<file path="config.mk">
export PLATFORM = sky130hd
export DESIGN_NAME = garage_door_ctrl
export DESIGN_NICKNAME = d
export VERILOG_FILES = /design/src/rtl/garage_door_ctrl.sv
export SDC_FILE = /design/constraint.sdc
export NUM_CORES = 1
export LEC_CHECK = 0
export ABC_AREA = 1
export CAP_MARGIN = 5
export CORE_MARGIN = 5
export CORE_UTILIZATION = 59
export CTS_CLUSTER_SIZE = 14
export DETAILED_ROUTE_END_ITERATION = 7
export PLACE_DENSITY = 0.87
export SLEW_MARGIN = 30
export SYNTH_ARGS = -nofsm -noshare
export SYNTH_HDL_FRONTEND = slang
export SYNTH_SLANG_ARGS = --single-unit
</file>
<file path="constraint.sdc">
create_clock -name clk -period 2.9 [get_ports clk]
set_clock_uncertainty 0.2 [all_clocks]
set_input_delay 0.29 -clock clk [delete_from_list [all_inputs] [get_ports clk]]
set_output_delay 0.29 -clock clk [all_outputs]
set_load 0.02 [all_outputs]
</file>
<file path="src/rtl/garage_door_ctrl.sv">
// rtl/garage_door_ctrl.sv - garage door motor controller with limit switches, obstruction reversal and run timeout
//
// Purpose: drives a reversible door motor from a single push-button. Every
// direction change passes through a dead-time PAUSE state. A run that exceeds
// TIMEOUT_CYC cycles latches a fault, and so does a both-limits-asserted condition.
//
// Ports:
//   clk       clock; all state updates on its rising edge
//   rst       asynchronous active-high reset
//   Activate  push-button level, synchronous to clk
//   UP_MAX    fully-open limit switch
//   DN_MAX    fully-closed limit switch
//   OBST      obstruction sensor (1 = object in door path)
//   UP_M      drive motor upward
//   DN_M      drive motor downward
//   FAULT     latched fault indicator
//   STATE     present state code

module garage_door_ctrl #(
  parameter int TIMEOUT_CYC = 1000,
  parameter int PAUSE_CYC   = 4,
  parameter int CNT_W       = 16
) (
  input  logic       clk,
  input  logic       rst,
  input  logic       Activate,
  input  logic       UP_MAX,
  input  logic       DN_MAX,
  input  logic       OBST,
  output logic       UP_M,
  output logic       DN_M,
  output logic       FAULT,
  output logic [2:0] STATE
);

  typedef enum logic [2:0] {
    IDLE  = 3'b000,
    MV_UP = 3'b001,
    MV_DN = 3'b010,
    STOP  = 3'b011,
    PAUSE = 3'b100,
    FLT   = 3'b101
  } state_t;

  typedef enum logic {
    DIR_DN = 1'b0,
    DIR_UP = 1'b1
  } dir_t;

  localparam logic [CNT_W-1:0] RUN_LAST   = CNT_W'(TIMEOUT_CYC - 1);
  localparam logic [CNT_W-1:0] PAUSE_LAST = CNT_W'(PAUSE_CYC - 1);

  state_t           state_q, state_d;
  logic [CNT_W-1:0] timer_q, timer_d;
  dir_t             last_dir_q, last_dir_d;
  dir_t             target_q, target_d;
  logic             act_q;
  // Cleared by reset and set on the first edge afterwards, so a button that is
  // already held when reset releases is not mistaken for a fresh press.
  logic             armed_q;
  logic             act_pulse;
  logic             timer_restart;

  assign act_pulse = Activate & ~act_q & armed_q;

  always_ff @(posedge clk or posedge rst) begin
    if (rst) begin
      state_q    <= IDLE;
      timer_q    <= '0;
      last_dir_q <= DIR_DN;
      target_q   <= DIR_UP;
      act_q      <= 1'b0;
      armed_q    <= 1'b0;
    end else begin
      state_q    <= state_d;
      timer_q    <= timer_d;
      last_dir_q <= last_dir_d;
      target_q   <= target_d;
      act_q      <= Activate;
      armed_q    <= 1'b1;
    end
  end

  always_comb begin
    state_d       = state_q;
    target_d      = target_q;
    last_dir_d    = last_dir_q;
    timer_restart = 1'b0;

    // Contradictory limit switches mean a sensor failure; this beats every other rule.
    if (state_q != FLT && UP_MAX && DN_MAX) begin
      state_d = FLT;
    end else begin
      case (state_q)
        IDLE: begin
          if (act_pulse) begin
            // Closed or mid-travel opens; only a fully open door closes.
            if (UP_MAX && !DN_MAX) state_d = MV_DN;
            else                   state_d = MV_UP;
          end
        end
        MV_UP: begin
          if (UP_MAX)                    state_d = IDLE;
          else if (timer_q == RUN_LAST)  state_d = FLT;
          else if (act_pulse)            state_d = STOP;
        end
        MV_DN: begin
          if (DN_MAX) begin
            state_d = IDLE;
          end else if (OBST) begin
            state_d  = PAUSE;
            target_d = DIR_UP;
          end else if (timer_q == RUN_LAST) begin
            state_d = FLT;
          end else if (act_pulse) begin
            state_d = STOP;
          end
        end
        STOP: begin
          if (act_pulse) begin
            state_d  = PAUSE;
            target_d = (last_dir_q == DIR_UP) ? DIR_DN : DIR_UP;
          end
        end
        PAUSE: begin
          if (timer_q == PAUSE_LAST) begin
            // Never start closing onto an obstruction: rerun the dead time instead.
            if (target_q == DIR_DN && OBST) timer_restart = 1'b1;
            else if (target_q == DIR_UP)    state_d = MV_UP;
            else                            state_d = MV_DN;
          end
        end
        FLT:     state_d = FLT;
        default: state_d = FLT;
      endcase
    end

    if (state_d == MV_UP)      last_dir_d = DIR_UP;
    else if (state_d == MV_DN) last_dir_d = DIR_DN;
  end

  always_comb begin
    timer_d = timer_q;
    if (state_d != state_q || timer_restart) begin
      timer_d = '0;
    end else if ((state_q == MV_UP || state_q == MV_DN || state_q == PAUSE) && timer_q != '1) begin
      timer_d = timer_q + CNT_W'(1);
    end
  end

  assign UP_M  = (state_q == MV_UP);
  assign DN_M  = (state_q == MV_DN);
  assign FAULT = (state_q == FLT);
  assign STATE = state_q;

endmodule

</file>
# --- After elaboration in Yosys (flattened, before gate mapping) ---
# Cells that the tools add are included.
word_totals:
  out_inout_bits: 6
  wordCells: 67
  regBits: 23
  inputBits: 6
op_classes:
  mux: 26
  addsub: 1
  reduce_logical: 14
  bitwise: 5
  eq_ne: 15
ops:
  columns: ["cell", "count"]
  rows:
  - ["16-bit two-way mux", 2]
  - ["3-bit two-way mux", 10]
  - ["16-bit by 1-bit adder with 16-bit output, second input constant", 1]
  - ["16-bit by 10-bit == test with 1-bit output, second input constant", 1]
  - ["16-bit by 2-bit == test with 1-bit output, second input constant", 1]
  - ["16-bit != test, second input constant", 1]
  - ["3-bit one-hot mux with 5 select lines", 1]
  - ["1-bit two-way mux", 10]
  - ["3-bit by 2-bit == test with 1-bit output, second input constant", 3]
  - ["3-bit by 1-bit == test with 1-bit output, second input constant", 2]
  - ["3-bit == test, second input constant", 2]
  - ["2-bit != test, second input constant", 3]
  - ["2-bit nonzero test", 3]
  - ["1-bit logical AND", 5]
  - ["5-bit AND reduction", 1]
  - ["2-bit two-way mux", 2]
  - ["3-bit logical NOT", 1]
  - ["1-bit logical OR", 3]
  - ["3-bit != test", 1]
  - ["3-bit != test, second input constant", 1]
  - ["1-bit inverter", 3]
  - ["1-bit bitwise AND", 2]
  - ["1-bit one-hot mux with 2 select lines", 1]
  - ["1-bit logical NOT", 1]

# --- Logic depth before layout (Yosys ltp) ---
# Gate-level depths: netlist (run 1).
depth:
  depth_word: 12
  depth_mapped: 17
  depth_no_buf: 16

# --- Worst setup path after synthesis (run 1) ---
# No wires, ideal clock.
synth_path:
  path_kind: "register to register"
  start: "register state_q[2], in the netlist STATE[2]"
  end: "register timer_q[2]"
  arrival_ns: 1.871
  setup_ns: 0.128
  path_slack_ns: 0.702
  path_stages_with_launch: 15
  synth_period_minus_slack_ns: 2.198
  n_path_buf: 2
  required_time_ns: 2.572
  cell_sequence: "dfrtp_1 > buf_6 > nor3_2 > nand2_2 > nand2_2 > nand2_1 > nand2_1 > nand2_1 > nand2_2 > nand3_1 > nand2_1 > inv_2 > nand2_4 > buf_12 > nor2_4"
synth_between:
  word_cells_on_any_way: 28
  cone_classes: "6 x eq/ne; 14 x mux; 8 x reduce/logical"
synth_lines:
  columns: ["item", "line_no", "source"]
  rows:
  - ["start: declaration", "53", "state_t state_q, state_d;"]
  - ["start signal: assignment", "75", "state_q <= state_d;"]
  - ["3-bit by 1-bit == test with 1-bit output *", null, null]
  - ["net UP_M", "30", "output logic UP_M,"]
  - ["3-bit one-hot mux with 5 select lines", "94", "case (state_q)"]
  - ["3-bit two-way mux", "91", "if (state_q != FLT && UP_MAX && DN_MAX) begin"]
  - ["3-bit != test", "144", "if (state_d != state_q || timer_restart) begin"]
  - ["1-bit logical OR", "144", null]
  - ["16-bit two-way mux / 2-bit nonzero test (equally long branches)", null, null]
  - ["end signal: assignment", "76", "timer_q <= timer_d;"]
  - ["end: declaration", "54", "logic [CNT_W-1:0] timer_q, timer_d;"]
# The timed path passes the listed nets; every way through them passes the cells marked *.
# A chain may end at the register's enable or synchronous reset.

# --- Final worst setup path (run 1) ---
layout_path:
  start: "register state_q[0], in the netlist STATE[0]"
  end: "output UP_M"
layout_between:
  elab_chain_cells: 1
layout_lines:
  columns: ["item", "line_no", "source"]
  rows:
  - ["3-bit by 1-bit == test with 1-bit output", "151", "assign UP_M = (state_q == MV_UP);"]
  - ["end: declaration", "30", null]
# No other way between the ends.

==> impl_metrics.yaml, run 1 <==
run_status:
  outcome: "completed"
pwr:
  total_power_mw: 0.492
  leakage_nw: 0.885
  cellPowerDensity_mw_per_mm2: 263
  vdd_drop_max_mv: 0.285
synth:
  ys_types: 27
  ys_top_cells_by_count: "61 x nand2_1, 42 x nor2_1, 33 x inv_1"
  synth_fp_nets: 262
  synth_top_cell_area_share: 0.314
  async_flop_share: 1.00
  yosys.area.top_type: "dfrtp_1"
  yosys_most_used_dff: "dfrtp_1"
  synth-seq-cells: 23
  seq_area_frac_synth: 0.329
  synth_most_common_cell: "nand2_1"
  synth-edff-count: 0
  ys_top_cells_by_area: "dfrtp_1 31%, nand2_1 13%, nor2_1 9.0%"
  postSynthAreaPerCell_um2: 6.87
  syn-instance-count: 255
  synth_area_mm2: 0.00175
  yosysWarnings: 0
timing:
  finalSetupTns_ns: 0
  maxSlewHeadroom: 0.464
  rsz0062_at_grt: "no"
  worst_pin_slew_ns: 0.799
  setup_violations: 0
  fmax_mhz: 432
  slew_viol_final: 0
  hold_viol: 0
  finalCriticalPeriod_ns: 2.32
  min_period_over_period: 0.799
route:
  remaining_drc_errors: 0
  vias: 1551
  drt_wl_total_um: 3480
  drtAntennaViolNets: 0
  vias_per_cell: 5.26
  drt_iter0_markers: 155
  dr.pass1.iters: 4
  wl_per_cell_um: 11.8
placement:
  io_buffers: 11
  dp_hpwl_um: 2650
  place_congestion: 0.949
job:
  cap_violations: 0
clock_network:
  cts_setup_buffers: 0
  clock_latency_ns: 0.31
  clock-sinks: 23
  clk_path_buf_depth: 2
  clockRootBuffer: "clkbuf_4"
  numCtsBuffers: 3
  hold_buffers: 0
  cts_tree: "yes"
  cts-resized-gates: 0
  clk_pin_slew_ns: 0.12
  htreeDepth: 1
finish:
  multiInputGateArea_um2: 970
  nFillCells: 233
  fin_nets: 272
  diodes: 0
  register_area_um2: 577
  drive_gt1_frac: 0.155
  syn_to_final_growth_pct: 6.78
floorplanning:
  rows: 19
  die-area_mm2: 0.00416
  io_pins: 12
  core-area_mm2: 0.00281
  fp.dieH_um: 64.5
  dieWidth_um: 64.5
  start_util: 0.625
global_route:
  grt_pass1_vias: 1426
  antenna_found_initial: 0
  grt_usage: 0.178
  overflow: 0
  grt_pass1_wl_um: 5920
  grt_max_degree: 24
worst_setup_path:
  cpMaxStageDelayCell: "clkdlybuf4s50_1"
  criticalPathCategory: "flop to primary output"
  critPathMaxFanout: 9
  critPathRequiredTime_ns: 2.41
  cp-start-kind: "flop"
  cp_cell_sequence: "inv_4, nor3_2, clkdlybuf4s50_1"
  crit_path_end_kind: "primary output"
  arrival_ns: 1.83
  max_stage_delay_ns: 0.65
worst_hold_path:
  hp-class: "primary input to asynchronous set/reset pin"
==> placed cells by master (no fill, tap or decap), drive strengths merged, types with 2 or more instances in the layout <==
cell | netlist | final
a21oi | 3 | 3
dfrtp | 22 | 22
xnor2 | 3 | 3
inv | 39 | 38
xor2 | 6 | 6
nand3 | 24 | 24
nor2 | 58 | 58
nand2 | 71 | 71
clkdlybuf4s50 | 0 | 11
nor3 | 6 | 6
clkinv | 0 | 2
o21ai | 5 | 5
clkbuf | 0 | 3
nand4 | 7 | 7
==> critical path, delay by kind of cell, from the launching register on <==
family | cells | cell delay, ns
buffers and inverters | 2 | 0.73
flip-flops | 1 | 0.57
AND/OR/NAND/NOR | 1 | 0.20
==> area by class of cell <==
| cell class | count | share of cell area |
|---|---|---|
| multi-input combinational | 187 | 0.518 |
| sequential | 23 | 0.308 |
| clock buffer | 3 | 0.0120 |
| timing repair buffer | 11 | 0.0588 |
| tap | 31 | 0.0207 |
| clock inverter | 1 | 0.00267 |
| inverter | 39 | 0.0795 |
==> layer usage <==
metal | GRT usage | share of wire | vias up
met1 | 0.226 | 0.43 | 680
met5 | 0 | 0 | -
met2 | 0.303 | 0.47 | 63
met4 | 0.0739 | 0.020 | 0
met3 | 0.0276 | 0.078 | 9
li1 | - | - | 799
==> registers in the layout (all words and copies together), names as in the netlist <==
name        count
STATE           3
target_q        1
armed_q         1
timer_q        16
last_dir_q      1
act_q           1
==> kinds of logic after synthesis <==
logic type | count (synthesis) | synth area share
AND/OR/NAND/NOR | 167 | 0.470
buffers and inverters | 45 | 0.118
flip-flops | 23 | 0.329
AO/OA/AOI/OAI | 9 | 0.0286
XOR/XNOR | 9 | 0.0450
adder cells (fa/ha/maj) | 1 | 0.00714
other | 1 | 0.00214
==> where the power goes <==
group / internal, mW / switching [mW] / total (mW)
Clock: 0.0517 / 0.0968 / 0.148
Sequential: 0.322 / 0.000506 / 0.323
Combinational: 0.00742 / 0.0130 / 0.0204
==> final timing paths <==
| kind | startpoint | end | slack [ns] | depth (start not counted) |
|---|---|---|---|---|
| worst min register to register | last_dir_q | last_dir_q | 0.35 | 2 |
| worst max-delay path | STATE[0] | UP_M | 0.58 | 3 |
| worst max register to register | timer_q[0] | timer_q[10] | 0.59 | 16 |
| max in group asynchronous | rst | target_q | 2.00 | 2 |
| min in group clk | Activate | act_q | 0.25 | 1 |
| worst min-delay path | rst | timer_q[13] | 0.11 | 2 |
==> per-stage QoR <==
step / util / instances / setup WS [ns] / hold slack [ns] / cell area, um2
6_report: 0.667 / 295 / 0.583 / 0.114 / 1870
5_1_grt: 0.667 / 295 / 0.313 / 0.168 / 1870
4_1_cts: 0.667 / 295 / 0.564 / 0.249 / 1870
3_5_place_dp: 0.657 / 291 / 0.351 / 0.332 / 1840
3_3_place_gp: 0.657 / 291 / 0.472 / 0.322 / 1840
2_1_floorplan: - / 255 / 0.702 / 0.0912 / 1750
(Power assumes the default switching activity.)
==> run 2, diff against run 1 <==
==> constraint.sdc (replaced) <==
create_clock -name clk -period 2.25 [get_ports clk]
set_clock_uncertainty 0.2 [all_clocks]
set_input_delay 0.225 -clock clk [delete_from_list [all_inputs] [get_ports clk]]
set_output_delay 0.225 -clock clk [all_outputs]
set_load 0.02 [all_outputs]
==> impl_metrics.yaml, run 2 (synthesis results as in run 1) <==
global_route:
  grt_usage: 0.191
  grt_pass1_vias: 1489
  grt_max_degree: 15
  grt_pass1_wl_um: 6390
  overflow: 0
  antenna_found_initial: 0
timing:
  hold_slack_ns: 0.176
  min_period_over_period: 0.955
  setup_violations: 0
  fmax_mhz: 466
  fin_ws_ns: 0.102
  rsz0062_at_grt: "no"
  hold_viol: 0
  slew_viol_final: 0
  finalCriticalPeriod_ns: 2.15
pwr:
  sw_frac_of_total: 0.223
  vdd_drop_max_mv: 0.356
  power.net_switching_mw: 0.142
  p_int_mw: 0.494
  pwr-share-seq: 0.653
  leakage_nw: 1.01
  power_frac_comb: 0.046
  cellPowerDensity_mw_per_mm2: 305
  pwr-share-clk: 0.300
worst_hold_path:
  hold_path_depth: 1
  hp-class: "primary input to flop"
route:
  vias: 1645
  drt_iter0_markers: 107
  wl_per_cell_um: 12.2
  drtAntennaViolNets: 0
  remaining_drc_errors: 0
  drt_wl_total_um: 3820
  dr.pass1.iters: 4
  vias_per_cell: 5.26
floorplanning:
  start_util: 0.625
  dieWidth_um: 64.5
  core-area_mm2: 0.00281
  fp.dieH_um: 64.5
  io_pins: 12
  die-area_mm2: 0.00416
  rows: 19
worst_setup_path:
  cp.depth: 2
  cpLargestDelayFamily: "buffers and inverters"
  arrival_ns: 1.72
  cpMaxStageDelayCell: "clkdlybuf4s50_1"
  cp-start-kind: "flop"
  criticalPathCategory: "flop to primary output"
  crit_path_end_kind: "primary output"
  r2r_cells: 15
  max_stage_delay_ns: 0.64
  cp_cell_sequence: "nor3_2, clkdlybuf4s50_1"
  critPathMaxFanout: 8
  critPathRequiredTime_ns: 1.82
  crit_buf_inv: 1
clock_network:
  cts_tree: "yes"
  clock-sinks: 23
  clock_latency_ns: 0.31
  clk_pin_slew_ns: 0.12
  htreeDepth: 1
  clockRootBuffer: "clkbuf_4"
  numCtsBuffers: 3
  clk_path_buf_depth: 2
job:
  cap_violations: 0
finish:
  final_common_cell: "nand2_1"
  drive_gt1_frac: 0.241
  syn_to_final_growth_pct: 19.0
  final_cell_mix: "57 x nand2_1, 40 x nor2_1, 32 x inv_1, 24 x nand3_1, 20 x dfrtp_1"
  fin_nets: 290
  regMostFlops: "timer_q"
  diodes: 0
  largest_register_ffs: 16
  nFillCells: 213
  fin_util: 0.744
placement:
  io_buffers: 11
  pre_cts_ws_ns: -0.0616
  dp_hpwl_um: 2920
  place_congestion: 1.10
run_status:
  outcome: "completed"
==> run 2: cell types whose count changed in the layout (fill, tap and decap cells not counted), sizes merged <==
cell           delta
buf              +17
dlymetal6s2s      +1
inv               +1
clkdlybuf4s50     -1
dlygate4sd3       +1
clkinv            -1
==> run 2: path summary, 6_finish.rpt <==
check,slack (ns),from,endpoint
hold reg to reg,0.35,target_q,target_q
min in group asynchronous,0.52,rst,timer_q[10]
max in group asynchronous,0.82,rst,timer_q[11]
setup reg to reg,0.13,timer_q[0],timer_q[0]
setup / recovery,0.10,STATE[2],DN_M
hold / removal,0.18,Activate,act_q
==> run 2: cell type report <==
type                    count  area [um2]  share of cell area
clock buffers               3        22.5              0.0108
clock inverters             1        5.00             0.00240
inverters                  39         149              0.0714
multi-input cells         187        1010               0.485
flip-flops and latches     23         579               0.278
well taps                  31        38.8              0.0186
repair buffers             29         279               0.134
==> run 2: power by group through the flow <==
stage	Clock [mW]	Sequential, mW	Combinational, mW
6_report	0.191	0.416	0.0296
5_1_grt	0.226	0.416	0.0338
4_1_cts	0.195	0.416	0.0298
3_5_place_dp	0	0.423	0.0284
3_3_place_gp	0	0.424	0.0276
2_1_floorplan	0	0.423	0.0121
==> run 2: worst reg2reg max path: cells and delay by family (launching register included) <==
| family | cells | cell delay [ns] |
|---|---|---|
| buffers and inverters | 2 | 0.20 |
| AOI/OAI and AO/OA | 1 | 0.17 |
| adders and majority gates | 1 | 0.20 |
| DFF | 1 | 0.45 |
| and+or+nand+nor | 11 | 0.85 |
==> run 2: timing repair <==
action	4_1_cts	5_1_grt
buffers inserted	0	5
endpoints found under the hold margin	8	0
resized for setup	1	15
setup endpoints to repair	1	17
hold buffers	1	0
pin swaps	0	11
==> run 2: per-stage QoR <==
stage / TNS (ns) / area, um2 / instances / power, mW
finish: 0 / 2090 / 313 / 0.636
floorplan: 0 / 1750 / 255 / 0.435
CTS: 0 / 2000 / 308 / 0.641
global route: 0 / 2090 / 313 / 0.676
detailed placement: -0.651 / 1960 / 303 / 0.452
global placement: 0 / 1960 / 303 / 0.451
==> run 2: per-layer routing <==
metal	global-route usage	vias to the layer above	share of wire	wire [um]
met5	0	-	0	0
met4	0.0475	0	0.0066	25
met3	0.0173	4	0.056	215
met2	0.325	47	0.46	1750
met1	0.264	754	0.48	1820
li1	-	840	-	-
==> run 3, diff against run 2 <==
--- a/config.mk
+++ b/config.mk
@@ -8,10 +8,11 @@
 export ABC_AREA = 1
 export CAP_MARGIN = 5
 export CORE_MARGIN = 5
-export CORE_UTILIZATION = 59
+export CORE_UTILIZATION = 53
 export CTS_CLUSTER_SIZE = 14
 export DETAILED_ROUTE_END_ITERATION = 7
-export PLACE_DENSITY = 0.87
+export PLACE_DENSITY = 0.83
+export RECOVER_POWER = 50
 export SLEW_MARGIN = 30
 export SYNTH_ARGS = -nofsm -noshare
 export SYNTH_HDL_FRONTEND = slang
==> constraint.sdc (replaced) <==
create_clock -name clk -period 1.76 [get_ports clk]
set_clock_uncertainty 0.2 [all_clocks]
set_input_delay 0.176 -clock clk [delete_from_list [all_inputs] [get_ports clk]]
set_output_delay 0.176 -clock clk [all_outputs]
set_load 0.02 [all_outputs]
==> impl_metrics.yaml, run 3 (synthesis results as in run 1) <==
worst_setup_path:
  crit_buf_inv: 2
  arrival_ns: 2.46
  startpoint: "timer_q[1]"
  critPathMaxFanout: 4
  criticalPathCategory: "flop to flop"
  cpMaxStageDelayCell: "dfrtp_1"
  critPathRequiredTime_ns: 1.80
  cpLargestDelayFamily: "simple AND/OR/NAND/NOR gates"
  cp_cell_sequence: "ha_4, buf_4, nand3_1, nor3_1, nand3_1, nand2_1, inv_2, nand2_1, xor2_1, nor2_4"
  crit_path_end_kind: "flop"
  cp-start-kind: "flop"
  reg2reg_from: "timer_q[1]"
  max_stage_delay_ns: 0.43
route:
  drtAntennaViolNets: 0
  vias: 2377
  vias_per_cell: 6.31
  wl_per_cell_um: 22.1
  drt_iter0_markers: 320
  remaining_drc_errors: 0
  dr.pass1.iters: 7
  drt_wl_total_um: 8330
floorplanning:
  rows: 20
  fp.dieH_um: 67.5
  dieWidth_um: 67.5
  die-area_mm2: 0.00456
  core-area_mm2: 0.00310
  io_pins: 12
  start_util: 0.565
pwr:
  vdd_drop_max_mv: 0.337
  pwr-share-clk: 0.333
  pwr-share-seq: 0.613
  p_int_mw: 0.637
  power.net_switching_mw: 0.231
  power_frac_comb: 0.054
  cellPowerDensity_mw_per_mm2: 320
  leakage_nw: 1.28
  total_power_mw: 0.868
  sw_frac_of_total: 0.266
clock_network:
  htreeDepth: 1
  clock-sinks: 23
  cts_tree: "yes"
  clock_latency_ns: 0.35
  numCtsBuffers: 3
  clockRootBuffer: "clkbuf_4"
  clk_pin_slew_ns: 0.16
  clk_path_buf_depth: 2
global_route:
  overflow: 0
  grt_pass1_vias: 2045
  grt_max_degree: 24
  antenna_found_initial: 1
  grt_usage: 0.282
  grt_pass1_wl_um: 9610
timing:
  hold_viol: 0
  hold_slack_ns: 0.208
  setup_violations: 24
  finalSetupTns_ns: -11.59
  min_period_over_period: 1.38
  finalCriticalPeriod_ns: 2.43
  fmax_mhz: 412
  slew_viol_final: 0
  fin_ws_ns: -0.667
  maxSlewHeadroom: 0.582
  rsz0062_at_grt: "yes"
  worst_pin_slew_ns: 0.627
finish:
  drive_gt1_frac: 0.497
  largest_register_ffs: 16
  fin_nets: 340
  syn_to_final_growth_pct: 54.9
  regMostFlops: "timer_q"
  nFillCells: 145
  final_cell_mix: "57 x buf_4, 47 x nand2_1, 28 x inv_1, 24 x nor2_1, 23 x nor2_4"
  final_common_cell: "buf_4"
placement:
  dp_hpwl_um: 3310
  place_congestion: 0.951
  io_buffers: 11
  pre_cts_ws_ns: -0.577
run_status:
  outcome: "finished with violations"
  violations: "negative setup slack"
worst_hold_path:
  hp-class: "primary input to flop"
  worstHoldStart: "Activate"
job:
  cap_violations: 0
run 3: layer usage:
metal  track usage  part of all wire
met1         0.359              0.34
met2         0.476              0.44
met3        0.0483              0.14
met4         0.101             0.074
met5             0                 0
run 3: final timing paths:
path,end,slack [ns],cells after the start
max,timer_q[5],-0.67,10
min,act_q,0.21,1
max reg2reg,timer_q[5],-0.67,10
min reg2reg,last_dir_q,0.40,2
max in group asynchronous,timer_q[3],0.08,4
min in group asynchronous,act_q,0.84,4
run 3: timing repair:
| action | 4_1_cts | 5_1_grt |
|---|---|---|
| endpoints found under the hold margin | 22 | 0 |
| setup buffers | 12 | 8 |
| gates cloned | 1 | 0 |
| resized for setup | 46 | 59 |
| hold buffers | 1 | 0 |
| pin swaps | 21 | 25 |
| endpoints found under the setup margin | 24 | 25 |
run 3: final cells by class:
type / count / area, um2 / share of cell area
tap: 44 / 55.1 / 0.0203
inverter: 39 / 159 / 0.0585
multi-input combinational: 188 / 1250 / 0.460
timing repair buffer: 78 / 639 / 0.235
sequential: 23 / 583 / 0.215
clock buffer: 4 / 26.3 / 0.00968
antenna: 1 / 2.50 / 0.000922
run 3: power by group through the flow:
stage | clock [mW] | sequential, mW | combinational [mW]
2_1_floorplan | 0 | 0.541 | 0.0156
3_3_place_gp | 0 | 0.541 | 0.0410
3_5_place_dp | 0 | 0.541 | 0.0424
4_1_cts | 0.258 | 0.531 | 0.0448
5_1_grt | 0.294 | 0.532 | 0.0492
6_report | 0.289 | 0.532 | 0.0471
run 3: metrics by stage:
| step | utilization | cells | cell area [um2] |
|---|---|---|---|
| after floorplan | - | 255 | 1770 |
| after global placement | 0.730 | 354 | 2260 |
| after detailed placement | 0.730 | 354 | 2260 |
| after CTS | 0.802 | 371 | 2490 |
| after global routing | 0.875 | 377 | 2720 |
| final | 0.875 | 377 | 2720 |
